--- src/rtl/phy_tx_scheduler.sv ---
// phy_tx_scheduler: sequences the PHY transmit word stream in the clk_2f
// domain. After reset or link loss it sends a comma preamble, then arbitrates
// two word sources round-robin in bounded bursts; idle slots carry IDLE_WORD.
// Optional per-requester word counters are built when TX_STATS_EN is defined.
module phy_tx_scheduler #(
    parameter int unsigned SYNC_WORDS = 4,
    parameter int unsigned MAX_BURST  = 4,
    parameter logic [31:0] IDLE_WORD  = 32'hBCBCBCBC
) (
    input  logic        clk_2f,
    input  logic        reset,
    input  logic        link_en,
    input  logic        req0,
    input  logic [31:0] data0,
    output logic        gnt0,
    input  logic        req1,
    input  logic [31:0] data1,
    output logic        gnt1,
    output logic [31:0] data_input,
    output logic        valid,
    output logic        active,
`ifdef TX_STATS_EN
    output logic [15:0] cnt0,
    output logic [15:0] cnt1,
`endif
    output logic [1:0]  state
);

    typedef enum logic [1:0] {
        S_SYNC   = 2'd0,
        S_IDLE   = 2'd1,
        S_GRANT0 = 2'd2,
        S_GRANT1 = 2'd3
    } state_t;

    localparam int unsigned       SYNC_W     = (SYNC_WORDS > 1) ? $clog2(SYNC_WORDS) : 1;
    localparam logic [SYNC_W-1:0] SYNC_LAST  = SYNC_W'(SYNC_WORDS - 1);
    localparam logic [3:0]        BURST_LAST = 4'(MAX_BURST - 1);

    state_t            state_q, state_d;
    logic [SYNC_W-1:0] sync_cnt_q, sync_cnt_d;
    logic [3:0]        burst_cnt_q, burst_cnt_d;
    logic              last_q, last_d;
    logic              active_q, active_d;
    logic              valid_q;
    logic [31:0]       data_q, data_d;
    logic              xfer;

    // Moore grants, gated by link_en so a link drop stops transfers at once
    assign gnt0 = (state_q == S_GRANT0) & link_en;
    assign gnt1 = (state_q == S_GRANT1) & link_en;
    assign xfer = (gnt0 & req0) | (gnt1 & req1);

    assign data_input = data_q;
    assign valid      = valid_q;
    assign active     = active_q;
    assign state      = state_q;

    // State and control registers
    always_ff @(posedge clk_2f or posedge reset) begin
        if (reset) begin
            state_q     <= S_SYNC;
            sync_cnt_q  <= '0;
            burst_cnt_q <= '0;
            last_q      <= 1'b1;
            active_q    <= 1'b0;
        end else begin
            state_q     <= state_d;
            sync_cnt_q  <= sync_cnt_d;
            burst_cnt_q <= burst_cnt_d;
            last_q      <= last_d;
            active_q    <= active_d;
        end
    end

    // Next-state: preamble count, round-robin selection and burst limiting
    always_comb begin
        state_d     = state_q;
        sync_cnt_d  = sync_cnt_q;
        burst_cnt_d = burst_cnt_q;
        last_d      = last_q;
        active_d    = active_q;
        if (!link_en) begin
            state_d     = S_SYNC;
            active_d    = 1'b0;
            sync_cnt_d  = '0;
            burst_cnt_d = '0;
        end else begin
            case (state_q)
                S_SYNC: begin
                    active_d = 1'b0;
                    if (sync_cnt_q == SYNC_LAST) begin
                        state_d    = S_IDLE;
                        active_d   = 1'b1;
                        sync_cnt_d = '0;
                    end else begin
                        sync_cnt_d = sync_cnt_q + SYNC_W'(1);
                    end
                end
                S_IDLE: begin
                    active_d = 1'b1;
                    if (req0 || req1) begin
                        burst_cnt_d = '0;
                        // The requester that did not go last wins a tie
                        if (last_q) state_d = req0 ? S_GRANT0 : S_GRANT1;
                        else        state_d = req1 ? S_GRANT1 : S_GRANT0;
                    end
                end
                S_GRANT0: begin
                    if (req0) begin
                        burst_cnt_d = burst_cnt_q + 4'd1;
                        if (burst_cnt_q == BURST_LAST) begin
                            last_d      = 1'b0;
                            burst_cnt_d = '0;
                            // req0 is high here, so without req1 a fresh burst follows
                            state_d     = req1 ? S_GRANT1 : S_GRANT0;
                        end
                    end else begin
                        last_d      = 1'b0;
                        burst_cnt_d = '0;
                        state_d     = S_IDLE;
                    end
                end
                S_GRANT1: begin
                    if (req1) begin
                        burst_cnt_d = burst_cnt_q + 4'd1;
                        if (burst_cnt_q == BURST_LAST) begin
                            last_d      = 1'b1;
                            burst_cnt_d = '0;
                            state_d     = req0 ? S_GRANT0 : S_GRANT1;
                        end
                    end else begin
                        last_d      = 1'b1;
                        burst_cnt_d = '0;
                        state_d     = S_IDLE;
                    end
                end
                default: state_d = S_SYNC;
            endcase
        end
    end

    // Output word mux: granted requester data on a transfer, comma otherwise
    always_comb begin
        data_d = IDLE_WORD;
        if (xfer) data_d = gnt0 ? data0 : data1;
    end

    // Registered PHY word and valid, one cycle after acceptance
    always_ff @(posedge clk_2f or posedge reset) begin
        if (reset) begin
            data_q  <= IDLE_WORD;
            valid_q <= 1'b0;
        end else begin
            data_q  <= data_d;
            valid_q <= xfer;
        end
    end

`ifdef TX_STATS_EN
    logic [15:0] cnt0_q, cnt1_q;

    assign cnt0 = cnt0_q;
    assign cnt1 = cnt1_q;

    // Per-requester transferred-word counters, wrap naturally, reset only
    always_ff @(posedge clk_2f or posedge reset) begin
        if (reset) begin
            cnt0_q <= '0;
            cnt1_q <= '0;
        end else begin
            if (gnt0 && req0) cnt0_q <= cnt0_q + 16'd1;
            if (gnt1 && req1) cnt1_q <= cnt1_q + 16'd1;
        end
    end
`endif

endmodule

--- config.mk ---
export PLATFORM = sky130hd
export DESIGN_NAME = phy_tx_scheduler
export DESIGN_NICKNAME = d
export VERILOG_FILES = /design/src/rtl/phy_tx_scheduler.sv
export SDC_FILE = /design/constraint.sdc
export NUM_CORES = 1
export LEC_CHECK = 0
export CORE_ASPECT_RATIO = 1.5
export CORE_MARGIN = 2
export CORE_UTILIZATION = 60
export CTS_CLUSTER_DIAMETER = 150
export CTS_CLUSTER_SIZE = 12
export DETAILED_ROUTE_END_ITERATION = 6
export DONT_BUFFER_PORTS = 1
export PLACE_DENSITY = 0.85
export SLEW_MARGIN = 40
export SYNTH_ARGS = -nofsm -noshare
export SYNTH_HDL_FRONTEND = slang
export SYNTH_SLANG_ARGS = --single-unit
--- constraint.sdc ---
create_clock -name clk_2f -period 1.93 [get_ports clk_2f]
set_clock_uncertainty 0.1 [all_clocks]
set_input_delay 0.0965 -clock clk_2f [delete_from_list [all_inputs] [get_ports clk_2f]]
set_output_delay 0.0965 -clock clk_2f [all_outputs]
set_load 0.1 [all_outputs]
==> impl_metrics.ini <==
[status]
status = finished clean

[synth]
syn_area_sq_um = 1922
synth_fp_nets = 276
synth_compound_area_share_pct = 9.831
synthDistinctLibCells = 35
yosysSeqAreaShare_pct = 57.36
yosysTopAreaCell = dfstp_2
ys.flop_type = dfrtp_1
synthArstFlopShare_pct = 100.0
synth-edff-count = 0
synth_area_leaders = dfstp_2 (29%), dfrtp_1 (29%), nand2_1 (13%)
avgSynthCellArea_sq_um = 9.375
ys_warn_count = 0
synthAdderAreaFrac_pct = 1.302
synth_top_family_by_area = simple AND/OR/NAND/NOR gates
synth_top_cell_area_share_pct = 28.71
synth_simple_gate_area_share_pct = 23.89
synth_mux_area_share_pct = 2.344
synth-xor-area-share_pct = 0.4557
ys_ff_latch = 43
synthCells = 205

[routing]
drt_iter0_markers = 188
vias = 2021
drt-wirelength-per-cell_um = 21.53
antenna_left = 0
drc_errors = 0
routed_via_density = 6.087
drt_first_pass_iters = 5
wl_um = 7148

[sta]
timing.final.crit_share_pct = 96.43
max_freq_ghz = 0.5373
tns_ns = 0
hold_viol_final = 0
hold_ws_ns = 0.01524
setup_ws_ns = 0.06887
relSlewSlack_pct = 64.91
slew_violations = 0
min_period_ns = 1.861
tightest_slew_ns = 0.5263
setup_violations = 0
rsz0062_at_grt = no

[placement]
post_dp_cell_area_sq_um = 2095
placedCellCount = 255
pre_cts_ws_ns = 0.1506
io_buffers = 0
post-dp-hpwl_um = 3128
place.gp.congestion = 0.8236

[global_routing]
gr-usage-all-layers_pct = 40.62
grt_max_degree = 44
grt_pass1_wl_um = 10510
antenna_found_initial = 0
overflow = 0
grt_pass1_vias = 2021

[power_and_ir_drop]
peakVddDrop_uv = 1037
power_density_nw_per_um2 = 959.4
power.leakage_nw = 1.294
power_mw = 2.778

[floorplanning]
rows = 25
ioPinCount = 107
die_x_um = 50.21
initial_core_util_pct = 62.06
fp.dieH_um = 73.32
die_area_sq_um = 3681
core_area_sq_um = 3097

[worst_setup_path]
critPathLaunchType = input port
path_cells = dlygate4sd3_1, nand2_1, or2_1, inv_4, buf_6
path_max_fanout = 21
crit_required_ns = 1.73
slowest_stage = dlygate4sd3_1
critPathMaxStageDelay_ns = 0.64
path_class = input port to output pin
end_kind = output pin
critical_path_arrival_ns = 1.66

[final_layout]
multi_input_area_sq_um = 735.7
final_util_pct = 93.49
layout_commonest_cell = nand2_1
regArea_sq_um = 1107
diodes = 0
fin_cells = 332
layout.nets = 362
num-fill-cells = 96
area_delta_synth_final_pct = 50.65
final_cell_area_sq_um = 2895
layout_common_cells = nand2_1 (69), dlygate4sd3_1 (68), nand3_1 (21), dfstp_2 (21), buf_4 (21)
layout-drive-gt1-share_pct = 20.89

[cts]
h-tree-depth = 2
clkSinkCount = 43
cts_made_buffers = 5
worst_skew_pair.late_latency_ns = 0.31
ctsRootBufferMaster = clkbuf_8
clockBufferDepth = 2
cts_tree = built
cts_setup_buffers = 0
clk_pin_slew_worst_paths_ns = 0.08

[min_path]
worstHoldPathType = input port to flop

[job]
maxCapViolations = 0
==> sequential cells by signal (all words and copies together) (netlist names) <==
register,cells
data_input,32
burst_cnt_q,4
state,2
sync_cnt_q,2
active,1
last_q,1
valid,1
==> path summary, 6_finish.rpt <==
path | slack (ns) | to | cells past startpoint | start
max | 0.07 | gnt0 | 5 | link_en
min | 0.02 | state[0] | 2 | req0
max reg2reg | 0.09 | burst_cnt_q[3] | 5 | state[0]
min reg2reg | 0.44 | last_q | 2 | last_q
max in group asynchronous | 1.02 | state[1] | 3 | reset
min in group asynchronous | 0.29 | valid | 3 | reset
==> area by class of cell <==
class                           count  area share [%]
Sequential cell                    43           38.25
Clock buffer                        8           3.500
Timing Repair Buffer               91           30.03
Tap cell                           40           1.729
Timing Repair inverter              1          0.1729
Inverter                            5          0.9075
Multi-Input combinational cell    144           25.41
==> report_power, final <==
| group | internal, mW | leakage [nW] | switching (mW) |
|---|---|---|---|
| logic | 0.301 | 0.724 | 0.597 |
| clock network | 0.336 | 0.0506 | 0.317 |
| registers | 1.01 | 0.519 | 0.219 |
| total | 1.64 | 1.29 | 1.13 |
==> per-layer routing <==
metal,global-route usage (%),wire [um],vias up
li1,-,-,841
met3,9.350,764,45
met4,27.47,376,0
met2,66.96,3782,185
met1,46.69,2225,950
met5,0,0,-
==> critical path, delay by kind of cell <==
kind                   cells  cell delay [ns]
AND/OR/NAND/NOR            2             0.44
buffers and inverters      3             1.13
==> Yosys cell counts, types with 2 or more instances <==
cell and number:
nand2_1 69, dfrtp_1 22, dfstp_2 21, nand3_1 21, a21oi_1 16, buf_2 7
o21ai_0 7, clkbuf_1 4, and2_1 3, inv_1 3, mux2i_1 3, nand2b_1 3
ha_1 2, nor2b_1 2, or2_1 2
==> timing repair <==
action,in CTS,in global routing
hold buffers,68,0
setup endpoints to repair,1,2
resized for setup,1,5
gates cloned,0,1
endpoints found under the hold margin,59,0
==> kinds of logic after synthesis <==
family,after synthesis
flops,43
xor+xnor,1
buf+inv,18
fa+ha+maj,2
simple gates,105
mux,4
compound gates,32
No activity file was read; power rests on OpenSTA's default activity.
